[src/rtl/mul_eval_pkg.sv]
// Purpose: shared widths, FSM state encoding and accumulator record for the multiplier error sweeper.
// Latency: n/a (types and constants only).
// Backpressure: n/a.
package mul_eval_pkg;

    // Operand, product and accumulator widths
    localparam int unsigned OPND_W = 4;
    localparam int unsigned PROD_W = 8;
    localparam int unsigned CNT_W  = 9;
    localparam int unsigned SUM_W  = 16;

    // Vector index width: one bit per operand bit of both operands
    localparam int unsigned IDX_W  = 2 * OPND_W;

    // Hold counter covers SETTLE values 0..7
    localparam int unsigned HOLD_W = 3;

    // Last vector of a sweep
    localparam logic [IDX_W-1:0] IDX_LAST = {IDX_W{1'b1}};

    typedef enum logic [1:0] {
        ST_IDLE   = 2'd0,
        ST_SWEEP  = 2'd1,
        ST_FINISH = 2'd2
    } state_t;

    // Result accumulators, kept together so clear/hold is a single assignment
    typedef struct packed {
        logic [CNT_W-1:0]  err_count;
        logic [SUM_W-1:0]  sum_err;
        logic [PROD_W-1:0] max_err;
    } acc_t;

endpackage

[src/rtl/mul_err_calc.sv]
// Purpose: exact 4x4 unsigned product and |exact - po| magnitude for one test vector.
// Latency: combinational, zero cycles.
// Backpressure: none; output follows inputs.
//
// Ports:
//   a, b     operands applied to the multiplier under test
//   po       product returned by the multiplier under test
//   exact    reference product a*b (max 225, fits 8 bits)
//   abs_err  magnitude of exact - po (0..255)
module mul_err_calc
    import mul_eval_pkg::*;
(
    input  logic [OPND_W-1:0] a,
    input  logic [OPND_W-1:0] b,
    input  logic [PROD_W-1:0] po,
    output logic [PROD_W-1:0] exact,
    output logic [PROD_W-1:0] abs_err
);

    logic signed [PROD_W:0] diff;
    logic signed [PROD_W:0] diff_neg;

    always_comb begin
        exact    = PROD_W'(a) * PROD_W'(b);
        // One extra bit so exact - po cannot wrap; both operands are non-negative
        diff     = $signed({1'b0, exact}) - $signed({1'b0, po});
        diff_neg = -diff;
        // |diff| never exceeds 255, so the low 8 bits hold the full magnitude
        abs_err  = diff[PROD_W] ? diff_neg[PROD_W-1:0] : diff[PROD_W-1:0];
    end

endmodule

[src/rtl/mul_err_sweeper.sv]
// Purpose: drive all 256 operand pairs into an external 4x4 multiplier and accumulate error statistics.
// Latency: done pulses 256*(SETTLE+1)+1 cycles after the accepted start cycle.
// Backpressure: none; start is ignored while busy or finishing, abort ends a sweep on the next edge.
//
// Ports:
//   clk, rst    single clock, synchronous active-high reset
//   start       one-cycle sweep request (accepted only in IDLE without abort)
//   abort       stop a running sweep; partial results are kept
//   pi / po     vector to / product from the multiplier under test (a = pi[3:0], b = pi[7:4])
//   busy, done  busy while sweeping; done is a one-cycle completion pulse
//   err_count, sum_err, max_err   error statistics, held stable in IDLE
module mul_err_sweeper
    import mul_eval_pkg::*;
#(
    parameter int unsigned SETTLE = 0
)
(
    input  logic              clk,
    input  logic              rst,
    input  logic              start,
    input  logic              abort,
    output logic [IDX_W-1:0]  pi,
    input  logic [PROD_W-1:0] po,
    output logic              busy,
    output logic              done,
    output logic [CNT_W-1:0]  err_count,
    output logic [SUM_W-1:0]  sum_err,
    output logic [PROD_W-1:0] max_err
);

    localparam logic [HOLD_W-1:0] HOLD_LAST = HOLD_W'(SETTLE);

    state_t            state;
    logic [IDX_W-1:0]  idx;
    logic [HOLD_W-1:0] hold_cnt;
    acc_t              acc;
    acc_t              acc_next;

    logic [PROD_W-1:0] exact;
    logic [PROD_W-1:0] abs_err;
    logic              err_hit;
    logic              last_hold;

    mul_err_calc u_calc (
        .a       (idx[OPND_W-1:0]),
        .b       (idx[IDX_W-1:OPND_W]),
        .po      (po),
        .exact   (exact),
        .abs_err (abs_err)
    );

    assign err_hit   = (po != exact);
    assign last_hold = (hold_cnt == HOLD_LAST);

    // Accumulator update for the vector currently on pi
    always_comb begin
        acc_next           = acc;
        acc_next.err_count = acc.err_count + CNT_W'(err_hit);
        acc_next.sum_err   = acc.sum_err + SUM_W'(abs_err);
        if (abs_err > acc.max_err) begin
            acc_next.max_err = abs_err;
        end
    end

    always_ff @(posedge clk) begin
        if (rst) begin
            state    <= ST_IDLE;
            idx      <= '0;
            hold_cnt <= '0;
            acc      <= '0;
        end else begin
            case (state)
                ST_IDLE: begin
                    // abort in the same cycle vetoes the start
                    if (start && !abort) begin
                        state    <= ST_SWEEP;
                        idx      <= '0;
                        hold_cnt <= '0;
                        acc      <= '0;
                    end
                end
                ST_SWEEP: begin
                    if (abort) begin
                        // The vector on pi this cycle is not sampled
                        state <= ST_IDLE;
                    end else if (last_hold) begin
                        hold_cnt <= '0;
                        acc      <= acc_next;
                        if (idx == IDX_LAST) begin
                            // idx stays at the last vector; no wrap inside a sweep
                            state <= ST_FINISH;
                        end else begin
                            idx <= idx + 1'b1;
                        end
                    end else begin
                        hold_cnt <= hold_cnt + 1'b1;
                    end
                end
                ST_FINISH: begin
                    state <= ST_IDLE;
                end
                default: begin
                    state <= ST_IDLE;
                end
            endcase
        end
    end

    assign pi        = idx;
    assign busy      = (state == ST_SWEEP);
    assign done      = (state == ST_FINISH);
    assign err_count = acc.err_count;
    assign sum_err   = acc.sum_err;
    assign max_err   = acc.max_err;

endmodule

[config.mk]
export PLATFORM = sky130hd
export DESIGN_NAME = mul_err_sweeper
export DESIGN_NICKNAME = d
export VERILOG_FILES = /design/src/rtl/mul_eval_pkg.sv /design/src/rtl/mul_err_calc.sv /design/src/rtl/mul_err_sweeper.sv
export SDC_FILE = /design/constraint.sdc
export NUM_CORES = 1
export LEC_CHECK = 0
export CORE_UTILIZATION = 29
export DETAILED_ROUTE_END_ITERATION = 10
export GPL_TIMING_DRIVEN = 0
export HOLD_SLACK_MARGIN = 0.12
export PLACE_DENSITY = 0.5
export SKIP_LAST_GASP = 1
export SLEW_MARGIN = 25
export SYNTH_ARGS = -nofsm -noshare
export SYNTH_HDL_FRONTEND = slang
export SYNTH_SLANG_ARGS = --single-unit
[constraint.sdc]
create_clock -name clk -period 11.91 [get_ports clk]
set_input_delay 1.191 -clock clk [delete_from_list [all_inputs] [get_ports clk]]
set_output_delay 1.191 -clock clk [all_outputs]
set_load 0.02 [all_outputs]
# After elaboration in Yosys (flattened, before gate mapping)
# Cells that the tools add are included.
[classes]
n_addsub = 6
n_mul = 1
n_mux = 20
order_cmp = 1
n_eq_ne = 11
n_reduce_logical = 10
[op_table]
columns = ["cell", "n"]
rows = [
  ["33-bit 2-to-1 mux", 3],
  ["33-bit one-hot mux with 2 select lines", 1],
  ["8-bit 2-to-1 mux", 6],
  ["16-bit by 8-bit adder with 16-bit output", 1],
  ["8-bit one-hot mux with 2 select lines", 1],
  ["5-bit AND reduction", 2],
  ["9-bit by 1-bit adder with 9-bit output", 1],
  ["3-bit 2-to-1 mux", 3],
  ["8-bit by 8-bit subtractor with 9-bit output", 1],
  ["8-bit by 1-bit adder with 8-bit output (second input constant)", 1],
  ["8-bit equality test (second input constant)", 1],
  ["8-bit > comparator", 1],
  ["4-bit by 4-bit multiplier with 8-bit output", 1],
  ["2-bit 2-to-1 mux", 4],
  ["8-bit != test", 1],
  ["8-bit negation", 1],
  ["2-bit != test (second input constant)", 3],
  ["3-bit by 2-bit != test with 1-bit output (second input constant)", 2],
  ["3-bit one-hot mux with 2 select lines", 1],
  ["3-bit AND reduction", 2],
  ["2-bit by 1-bit != test with 1-bit output (second input constant)", 2],
  ["2-bit one-hot mux with 2 select lines", 1],
  ["4-bit AND reduction", 1],
  ["3-bit by 1-bit adder with 3-bit output (second input constant)", 1],
  ["7 further kinds", 7],
]
[totals]
out_inout_bits = 43
inputBits = 12
regBits = 46
word_cells = 55

# Depth between registers and ports, before layout
# Gate-level depths: netlist of run 1.
[logic_depth]
depth_word = 9
depth_mapped = 28
depth_no_buf = 25

# Cells and area by module
# Synthesis of run 1 repeated with hierarchy kept, for this count alone.
[unflattened]
hier_cells = 433
area_unflattened_um2 = 3594.7
[by_module_without_submodules]
columns = ["module", "seq_area_each_um2", "cells_per_inst", "instances", "area_per_inst_um2"]
rows = [
  ["mul_err_sweeper", 920.9, 316, 1, 2662.6],
  ["mul_err_calc", 0.0, 117, 1, 932.1],
]

# Least setup slack after synthesis of run 1
# No wires, ideal clock.
[synth_path]
path_type = "register to register"
from = "register idx[2], in the netlist pi[2]"
to = "register acc, in the netlist max_err[7]"
t_required_ns = 11.793
arrival_ns = 5.708
slack_ns = 6.084
path_buffers = 3
period_less_slack_ns = 5.826
setup_ns = 0.117
path_stages_with_launch = 29
cell_sequence = "dfxtp_1 -> clkbuf_1 -> nand2_1 -> fa_1 -> inv_1 -> fa_1 -> ha_1 -> a21o_1 -> a21oi_1 -> o21bai_1 -> a21oi_1 -> xnor2_1 -> ha_1 -> buf_2 -> nand4_1 -> a211oi_2 -> a211o_1 -> nand2_1 -> o21ai_1 -> inv_1 -> ha_1 -> nor2b_1 -> o21ai_0 -> nand2b_1 -> a211oi_1 -> o31a_1 -> clkbuf_1 -> nor3_1 -> a32o_1"
[synth_between]
elab_chain_cells = 8
word_cells_on_any_way = 11
classes_between = "add/sub (2); mul (1); order compare (1); eq/ne (1); mux (5); reduce/logical (1)"
[synth_lines]
columns = ["item", "line_no", "text"]
rows = [
  ["start, declared", "mul_err_sweeper.sv:34", "logic [IDX_W-1:0] idx;"],
  ["start signal, assigned", "mul_err_sweeper.sv:93", "idx <= idx + 1'b1;"],
  ["4-bit by 4-bit multiplier with 8-bit output (*)", "mul_err_calc.sv:24", "exact = PROD_W'(a) * PROD_W'(b);"],
  ["8-bit by 8-bit subtractor with 9-bit output (*)", "mul_err_calc.sv:26", "diff = $signed({1'b0, exact}) - $signed({1'b0, po});"],
  ["8-bit negation", "mul_err_calc.sv:27", "diff_neg = -diff;"],
  ["8-bit 2-to-1 mux (*)", "mul_err_calc.sv:29", "abs_err = diff[PROD_W] ? diff_neg[PROD_W-1:0] : diff[PROD_W-1:0];"],
  ["branches (longest 4 deep; another with 8-bit > comparator)", "n/a", ""],
  ["end signal, assigned", "mul_err_sweeper.sv:88", "acc <= acc_next;"],
  ["end, declared", "mul_err_sweeper.sv:36", "acc_t acc;"],
]
# Every way passes the cells marked *. The select of a mux whose other input is x is not followed.
# A chain may end at the register's enable or synchronous reset.

# Worst setup path after layout of run 1
# Same ends and word-level chain as after synthesis.

==> impl_metrics.tcl, run 1 <==
set metrics [dict create \
    violations "DRC" \
    grt.total_usage_pct 15.41 \
    rsz0062_at_grt "false" \
    startpoint_type "register" \
    cts_sinks 46 \
    ys_seq_area_share_pct 26.21 \
    ant_nets 0 \
    grt_pass1_wl_um 15390 \
    die_w_um 112.1 \
    period_minus_slack_ps 6579 \
    power_uw 365.2 \
    wl_um 9134 \
    rows 39 \
    drt_iter0_markers 145 \
    max_cap_viol_count 0 \
    synthFlopType "dfxtp_1" \
    syn_avg_cell_area_um2 8.247 \
    syn_inst 426 \
    skew_ps 10.10 \
    htreeDepth 2 \
    synth_edf_count 0 \
    end_kind "register" \
    io_pins 55 \
    clk_latency_ps 290 \
    die_y_um 112.1 \
    drive_above_1_share_pct 4.107 \
    critPathMaxStageDelay_ps 510 \
    crit_top_cell "ha_1" \
    setup_viol 0 \
    firstDrtPassIters 7 \
    ys_ff_latch 46 \
    finalSetupTns_ps 0 \
    synth_top_area_share_pct 26.21 \
    syn_area_um2 3513 \
    yosysMostFrequentCell "dfxtp_1" \
    worstPathRequired_ps 12090 \
    synth_nets 486 \
    critical_path.max_fanout 10 \
    antenna_found_initial 0 \
    regArea_um2 920.9 \
    cts_hold_buffers 0 \
    crit_type "reg -> reg" \
    slew_headroom_pct 61.62 \
    grt_max_degree 15 \
    num_vias 3114 \
    numCtsBuffers 5 \
    hold_viol_final 0 \
    gp_congestion 0.8507 \
    num_antenna_cells 0 \
    clockBufferDepth 2 \
    grt_overflow 0 \
    die_area_um2 12560 \
    start_util_pct 30.25 \
    portBuffers 53 \
    core-area_um2 11610 \
    slew_viol_final 0 \
    finalNetCount 546 \
    synth_top_cell_by_area "dfxtp_1" \
    cts_tree "yes" \
    max_freq_mhz 152.0 \
    async_flop_share_pct 0 \
    hpwl_um 7085 \
    fill_cells 1231 \
    synth_cell_types 56 \
    hold_class "reg -> reg" \
    clkTransAtPathRegs_ps 60 \
    worstMarginPinSlew_ps 575.7 \
    routedWlPerCell_um 14.50 \
    ys_top_cells_by_count "dfxtp_1 (46), ha_1 (42), nor2_1 (37)" \
    grt_pass1_vias 3108 \
    syn_to_final_growth_pct 24.25 \
    detail_route.vias_per_cell 4.943 \
    cts_setup_buffers 0 \
    status "complete, but fails checks" \
    synth_area_leaders "dfxtp_1 (26%), ha_1 (15%), xnor2_1 (4.7%)" \
    period_share_pct 55.24 \
    cts_resized 0 \
    multiInputGateArea_um2 2421 \
    drc 4 \
    cpMaxStageDelayCell "fa_1" \
    max-vdd-ir-drop_mv 0.05544 \
    yosys_warnings 0 \
    p_per_area_nw_per_um2 83.67 \
    critPathArrivalTime_ps 6760 \
    cts-root-buf "clkbuf_16" \
    leakage_uw 0.001740 \
]
[state kept, by name (all words and copies together) (netlist names)]
register	count
hold_cnt	3
state	2
err_count	9
sum_err	16
pi	8
max_err	8
[placed cells by master, fill, tap and decap left out, types with 2 or more instances in the layout]
cell type and count:
a211o_1 2, a211oi_1 6, a21o_1 7, a21oi_1 30, a22oi_1 3, a31oi_1 3, and2_1 12, and3_1 4
buf_2 2, clkbuf_1 12, clkbuf_16 5, clkdlybuf4s50_1 53, dfxtp_1 46, fa_1 6, ha_1 42, inv_1 29
mux2i_1 2, nand2_1 34, nand2b_1 8, nand3_1 15, nand3b_1 5, nand4_1 10, nor2_1 37, nor2b_1 5
nor3_1 10, o211ai_1 3, o21a_1 2, o21ai_0 17, o21ai_1 3, or3_1 11, xnor2_1 19, xor2_1 16
[final cells by class]
cell class / count / area share [%]
multi-input combinational: 337 / 55.46
sequential: 46 / 21.09
timing repair buffer: 53 / 12.15
tap: 143 / 4.099
clock buffer: 6 / 2.952
inverter: 29 / 2.494
buffer: 14 / 1.433
clock inverter: 2 / 0.3153
[worst paths after layout]
kind	start	depth (start not counted)	slack, ps	to
worst max-delay path	pi[2]	28	5330	max_err[7]
worst min-delay path	max_err[5]	2	480	max_err[5]
worst max register to register	pi[2]	28	5330	max_err[7]
worst min register to register	max_err[5]	2	480	max_err[5]
[routing by layer]
metal  GRT usage [%]  wire, µm
met1           21.82      4647
met2           24.10      4045
met3           2.268       312
met4           4.800       128
met5               0         0
[cells by family after synthesis]
| logic type | Yosys count | share of synthesized area (%) |
|---|---|---|
| flops | 46 | 26.21 |
| fa+ha+maj | 48 | 18.38 |
| compound gates | 91 | 17.63 |
| buf+inv | 43 | 4.879 |
| xor+xnor | 35 | 8.725 |
| mux | 4 | 1.211 |
| simple gates | 159 | 22.97 |
[report_power, final]
| part | switching [µW] | internal, µW |
|---|---|---|
| Clock | 64.1 | 78.1 |
| Combinational | 39.5 | 26.3 |
| Sequential | 1.77 | 155 |
[through the flow]
stage	hold WS [ps]	instance area (µm²)	instances	setup slack [ps]	utilization [%]
after floorplan	448.6	3513	426	6084	-
after global placement	461.5	4223	622	5436	36.36
after detailed placement	475.7	4223	622	5370	36.36
after CTS	484.4	4365	630	5332	37.59
after global routing	501.7	4365	630	4731	37.59
final	478.6	4365	630	5331	37.59
[worst max-delay path: cells and delay by family, from the launching register on]
| kind | cells | cell delay (ps) |
|---|---|---|
| AOI/OAI and AO/OA | 11 | 2370 |
| adders and majority gates | 5 | 1900 |
| buffers and inverters | 5 | 1070 |
| and+or+nand+nor | 6 | 670 |
| DFF | 1 | 320 |
| xor gates and xnor gates | 1 | 90 |
No activity file was read; power rests on OpenSTA's default activity.
==> inputs of run 2 (changes only) <==
==> constraint.sdc (replaced) <==
create_clock -name clk -period 6.3 [get_ports clk]
set_input_delay 0.63 -clock clk [delete_from_list [all_inputs] [get_ports clk]]
set_output_delay 0.63 -clock clk [all_outputs]
set_load 0.02 [all_outputs]
==> run 2 against run 1 <==
Against the previous run:
- the run still ends with DRC left
- critical endpoint is now sum_err[6]
- combinational power is 100% higher
- first-iteration DRC count is 2.8% higher
- global-route usage hardly changed
- clock power is 89% higher
- sequential share of layout area is 0.11 points lower
- largest cell class unchanged
- largest power group unchanged
- register-to-register slack worse by 4900 ps
- design area is 1.9% higher
- clock skew is 0.91 ps lower
- critical path depth is 4 lower
==> impl_metrics.tcl, run 2 (synthesis results as in run 1) <==
set metrics [dict create \
    placed_area_um2 4223 \
    start_util_pct 30.25 \
    final_common_cell "clkdlybuf4s50_1" \
    htreeDepth 2 \
    critical_path.max_fanout 8 \
    grt_max_degree 15 \
    preCtsSetupSlack_ps -239.6 \
    hold_viol_final 0 \
    firstDrtPassIters 7 \
    core-area_um2 11610 \
    clkTransAtPathRegs_ps 70 \
    worstPathRequired_ps 6500 \
    cp-startpoint "pi[7]" \
    skew_ps 9.188 \
    worst_setup_path_endpoint "sum_err[6]" \
    setup_viol 0 \
    grt_pass1_vias 3107 \
    crit_type "reg -> reg" \
    largest_register_ffs 16 \
    die_w_um 112.1 \
    startpoint_type "register" \
    end_kind "register" \
    num_antenna_cells 0 \
    drive_above_1_share_pct 7.551 \
    grt_overflow 0 \
    ant_nets 0 \
    io_pins 55 \
    routedWlPerCell_um 14.74 \
    leakage_uw 0.001779 \
    ff2ff_setup_slack_ps 400 \
    max-vdd-ir-drop_mv 0.1048 \
    slew_headroom_pct 61.98 \
    p_per_area_nw_per_um2 156.7 \
    drt_iter0_markers 149 \
    gp_congestion 0.8507 \
    drc 4 \
    period_minus_slack_ps 5905 \
    r2r_start "pi[7]" \
    max_freq_mhz 169.3 \
    finalNetCount 549 \
    slew_viol_final 0 \
    hold_class "reg -> reg" \
    clk_latency_ps 290 \
    clockBufferDepth 2 \
    design_area_um2 4448 \
    rows 39 \
    cts-root-buf "clkbuf_16" \
    final_cell_mix "clkdlybuf4s50_1 (53), ha_1 (42), dfxtp_1 (40)" \
    r2r_end "sum_err[6]" \
    die_y_um 112.1 \
    max_cap_viol_count 0 \
    wl_um 9331 \
    numCtsBuffers 5 \
    violations "DRC" \
    period_share_pct 93.73 \
    syn_to_final_growth_pct 26.60 \
    critPathArrivalTime_ps 6100 \
    antenna_found_initial 0 \
    grt_pass1_wl_um 15390 \
    num_vias 3168 \
    portBuffers 53 \
    status "complete, but fails checks" \
    cts_tree "yes" \
    die_area_um2 12560 \
    worstMarginPinSlew_ps 570.4 \
    layout_setup_ws_ps 395.0 \
    cts_sinks 46 \
    grt.total_usage_pct 15.43 \
    detail_route.vias_per_cell 5.005 \
    hpwl_um 7085 \
    rr_worst_depth 24 \
]
## run 2: where the power goes
group	internal [µW]	total [µW]	switching [µW]
clock	148	269	121
sequential	293	296	3.34
combinational	54.1	132	77.8
## run 2: worst min-delay path by stage
stage,from,endpoint,slack [ps],cells after the start
after detailed placement,max_err[5],max_err[5],480,2
after global routing,sum_err[5],sum_err[5],500,2
after floorplan,hold_cnt[1],hold_cnt[1],450,2
after CTS,max_err[5],max_err[5],480,2
final,max_err[5],max_err[5],480,2
after global placement,hold_cnt[1],hold_cnt[1],460,2
## run 2: routing by layer
| layer | routed length [µm] | vias to the layer above | GRT usage, % |
|---|---|---|---|
| met5 | 0 | - | 0 |
| met4 | 129 | 0 | 4.533 |
| met3 | 292 | 8 | 2.268 |
| met2 | 4203 | 53 | 24.27 |
| met1 | 4705 | 1477 | 21.86 |
| li1 | - | 1630 | - |
## run 2: critical path, cell delays in order (launching register included)
cell,delay [ps]
dfxtp_2,400
nand2_1,100
fa_1,530
inv_1,50
fa_1,520
ha_1,330
a21o_1,190
a21oi_2,170
o21bai_1,80
a21oi_1,170
xnor2_1,90
ha_1,260
buf_2,190
nand4_1,190
a211oi_4,320
a2111oi_1,110
xnor2_1,400
ha_1,350
nor2b_1,140
o21ai_0,220
a21boi_0,160
o21ai_1,360
nand2b_1,120
xnor2_1,140
o41ai_1,210
## run 2: final cells by class
type | count | area [µm²]
fill | 1228 | 7166
multi-input combinational | 337 | 2461
sequential | 46 | 933.4
timing repair buffer | 57 | 560.5
tap | 143 | 178.9
clock buffer | 6 | 128.9
inverter | 29 | 108.9
buffer | 13 | 62.56
clock inverter | 2 | 13.76
## run 2: per-stage QoR
step                      power, µW  hold slack (ps)  cells  utilization, %  TNS [ps]
after floorplan               389.4            448.6    426               -         0
after global placement        427.2            461.5    622           36.36    -767.1
after detailed placement      429.0            475.7    622           36.36     -1230
after CTS                     700.5            484.4    629           37.65         0
after global routing          732.7            501.7    633           38.30    -14.06
final                         697.2            478.0    633           38.30         0
## run 2: timing repair
item,in CTS,in global routing
buffers inserted,0,4
endpoints found under the setup margin,9,19
endpoints found under the hold margin,0,0
pin swaps,0,4
hold buffers,0,0
resized for setup,4,15
==> inputs of run 3 (changes only) <==
--- a/config.mk
+++ b/config.mk
@@ -7,9 +7,10 @@
 export LEC_CHECK = 0
 export CORE_UTILIZATION = 29
 export DETAILED_ROUTE_END_ITERATION = 10
+export DONT_BUFFER_PORTS = 1
 export GPL_TIMING_DRIVEN = 0
 export HOLD_SLACK_MARGIN = 0.12
-export PLACE_DENSITY = 0.5
+export PLACE_DENSITY = 0.45
 export SKIP_LAST_GASP = 1
 export SLEW_MARGIN = 25
 export SYNTH_ARGS = -nofsm -noshare
==> run 3 against run 2 <==
Against the previous run:
- the flow still finishes with violations (DRC)
- global-route usage down 0.21 points
- die area did not move
- first-iteration DRC count shrank 54%
- sequential power rose by 1%
- fmax shrank 0.97%
- largest cell class unchanged
- largest power group unchanged
- highest routed layer unchanged
==> impl_metrics.tcl, run 3 (synthesis results as in run 1) <==
set metrics [dict create \
    htreeDepth 2 \
    hold_ws_ps 472.4 \
    skew_ps 6.135 \
    startpoint_type "register" \
    clockBufferDepth 2 \
    drive_above_1_share_pct 9.545 \
    final_cell_mix "ha_1 (42), dfxtp_1 (40), nor2_1 (37)" \
    worstPathRequired_ps 6520 \
    drc 4 \
    leakage_uw 0.001620 \
    largest_register_ffs 16 \
    die_y_um 112.1 \
    cts-root-buf "clkbuf_16" \
    fill_cells 1237 \
    syn_to_final_growth_pct 12.46 \
    portBuffers 0 \
    start_util_pct 30.25 \
    rsz0062_at_grt "true" \
    p_comb_share_pct 17.5 \
    critPathMaxStageDelay_ps 500 \
    ant_nets 0 \
    critPathArrivalTime_ps 6190 \
    finalNetCount 499 \
    pwr-share-seq_pct 43.5 \
    crit_type "reg -> reg" \
    drt_iter0_markers 69 \
    rows 39 \
    place_inst 569 \
    p_per_area_nw_per_um2 174.5 \
    max-vdd-ir-drop_mv 0.09525 \
    die_area_um2 12560 \
    slew_headroom_pct 44.91 \
    p_switching_uw 201.2 \
    grt_max_degree 16 \
    antenna_found_initial 0 \
    period_minus_slack_ps 5963 \
    cts_hold_buffers 0 \
    violations "DRC" \
    max_freq_mhz 167.7 \
    hold_viol_final 0 \
    routedWlPerCell_um 15.47 \
    power.share.switching_pct 29.19 \
    grt.total_usage_pct 15.22 \
    grt_overflow 0 \
    pwr-share-clk_pct 39.0 \
    worstMarginPinSlew_ps 826.3 \
    num_vias 2942 \
    firstDrtPassIters 7 \
    hpwl_um 6890 \
    slew_viol_final 0 \
    hold_class "reg -> reg" \
    wl_um 9020 \
    final_common_cell "ha_1" \
    num_antenna_cells 0 \
    gp_congestion 0.8009 \
    io_pins 55 \
    die_w_um 112.1 \
    max_cap_viol_count 0 \
    regArea_um2 933.4 \
    period_share_pct 94.65 \
    grt_pass1_vias 2921 \
    detail_route.vias_per_cell 5.046 \
    numCtsBuffers 5 \
    grt_pass1_wl_um 15010 \
    setup_viol 0 \
    cts_sinks 46 \
    cts_tree "yes" \
    end_kind "register" \
    multiInputGateArea_um2 2469 \
    cpMaxStageDelayCell "fa_1" \
    final_core_utilization_pct 34.02 \
    fin_cells 583 \
    internal_power_uw 488.1 \
    clk_latency_ps 290 \
    clkTransAtPathRegs_ps 70 \
    status "complete, but fails checks" \
    core-area_um2 11610 \
    critical_path.max_fanout 8 \
]
-- run 3: area by class of cell --
class | instances | share of cell area, %
multi-input cells | 337 | 62.48
flip-flops and latches | 46 | 23.62
well taps | 143 | 4.528
clock buffers | 5 | 3.167
inverters | 29 | 2.755
plain buffers | 14 | 1.837
repair buffers | 6 | 1.140
clock inverters | 3 | 0.4750
-- run 3: critical path, delay by kind of cell (launching register included) --
kind / cells / cell delay (ps)
and+or+nand+nor: 3 / 540
xor gates and xnor gates: 2 / 460
adders and majority gates: 5 / 1780
AOI/OAI and AO/OA: 12 / 2190
DFF: 1 / 380
buffers and inverters: 4 / 560
-- run 3: per-stage QoR --
stage | setup WS [ps] | total power [µW] | instance area, µm² | setup TNS [ps]
after global routing | -12.96 | 727.1 | 3951 | -23.20
after CTS | 20.68 | 697.7 | 3876 | 0
final | 336.9 | 689.4 | 3951 | 0
after global placement | -336.6 | 416.8 | 3692 | -2662
after floorplan | 474.4 | 389.4 | 3513 | 0
after detailed placement | -314.0 | 417.9 | 3692 | -2388
-- run 3: power by group through the flow --
stage / sequential, µW / combinational (µW) / clock [µW]
4_1_cts: 300 / 117 / 281
2_1_floorplan: 306 / 83.5 / 0
6_report: 300 / 121 / 269
3_5_place_dp: 307 / 111 / 0
3_3_place_gp: 307 / 110 / 0
5_1_grt: 300 / 135 / 292
-- run 3: worst paths after layout --
| path | from | endpoint | slack, ps | depth (start not counted) |
|---|---|---|---|---|
| min reg2reg | hold_cnt[1] | hold_cnt[1] | 470 | 2 |
| min | hold_cnt[1] | hold_cnt[1] | 470 | 2 |
| max reg2reg | pi[2] | max_err[1] | 340 | 26 |
| max | pi[2] | max_err[1] | 340 | 26 |
-- run 3: metal layers --
| metal | vias up | share of wire [%] | wire length, µm | track usage [%] |
|---|---|---|---|---|
| met4 | 0 | 1.1 | 100 | 4.800 |
| met2 | 46 | 45 | 4082 | 24.14 |
| met5 | - | 0 | 0 | 0 |
| li1 | 1525 | - | - | - |
| met3 | 9 | 4.5 | 404 | 3.888 |
| met1 | 1362 | 49 | 4433 | 20.27 |
-- run 3: repair_timing --
item | 4_1_cts | 5_1_grt
endpoints found under the hold margin | 0 | 0
gates cloned | 0 | 0
buffers inserted | 3 | 3
endpoints found under the setup margin | 17 | 19
resized for setup | 5 | 22
pin swaps | 2 | 6
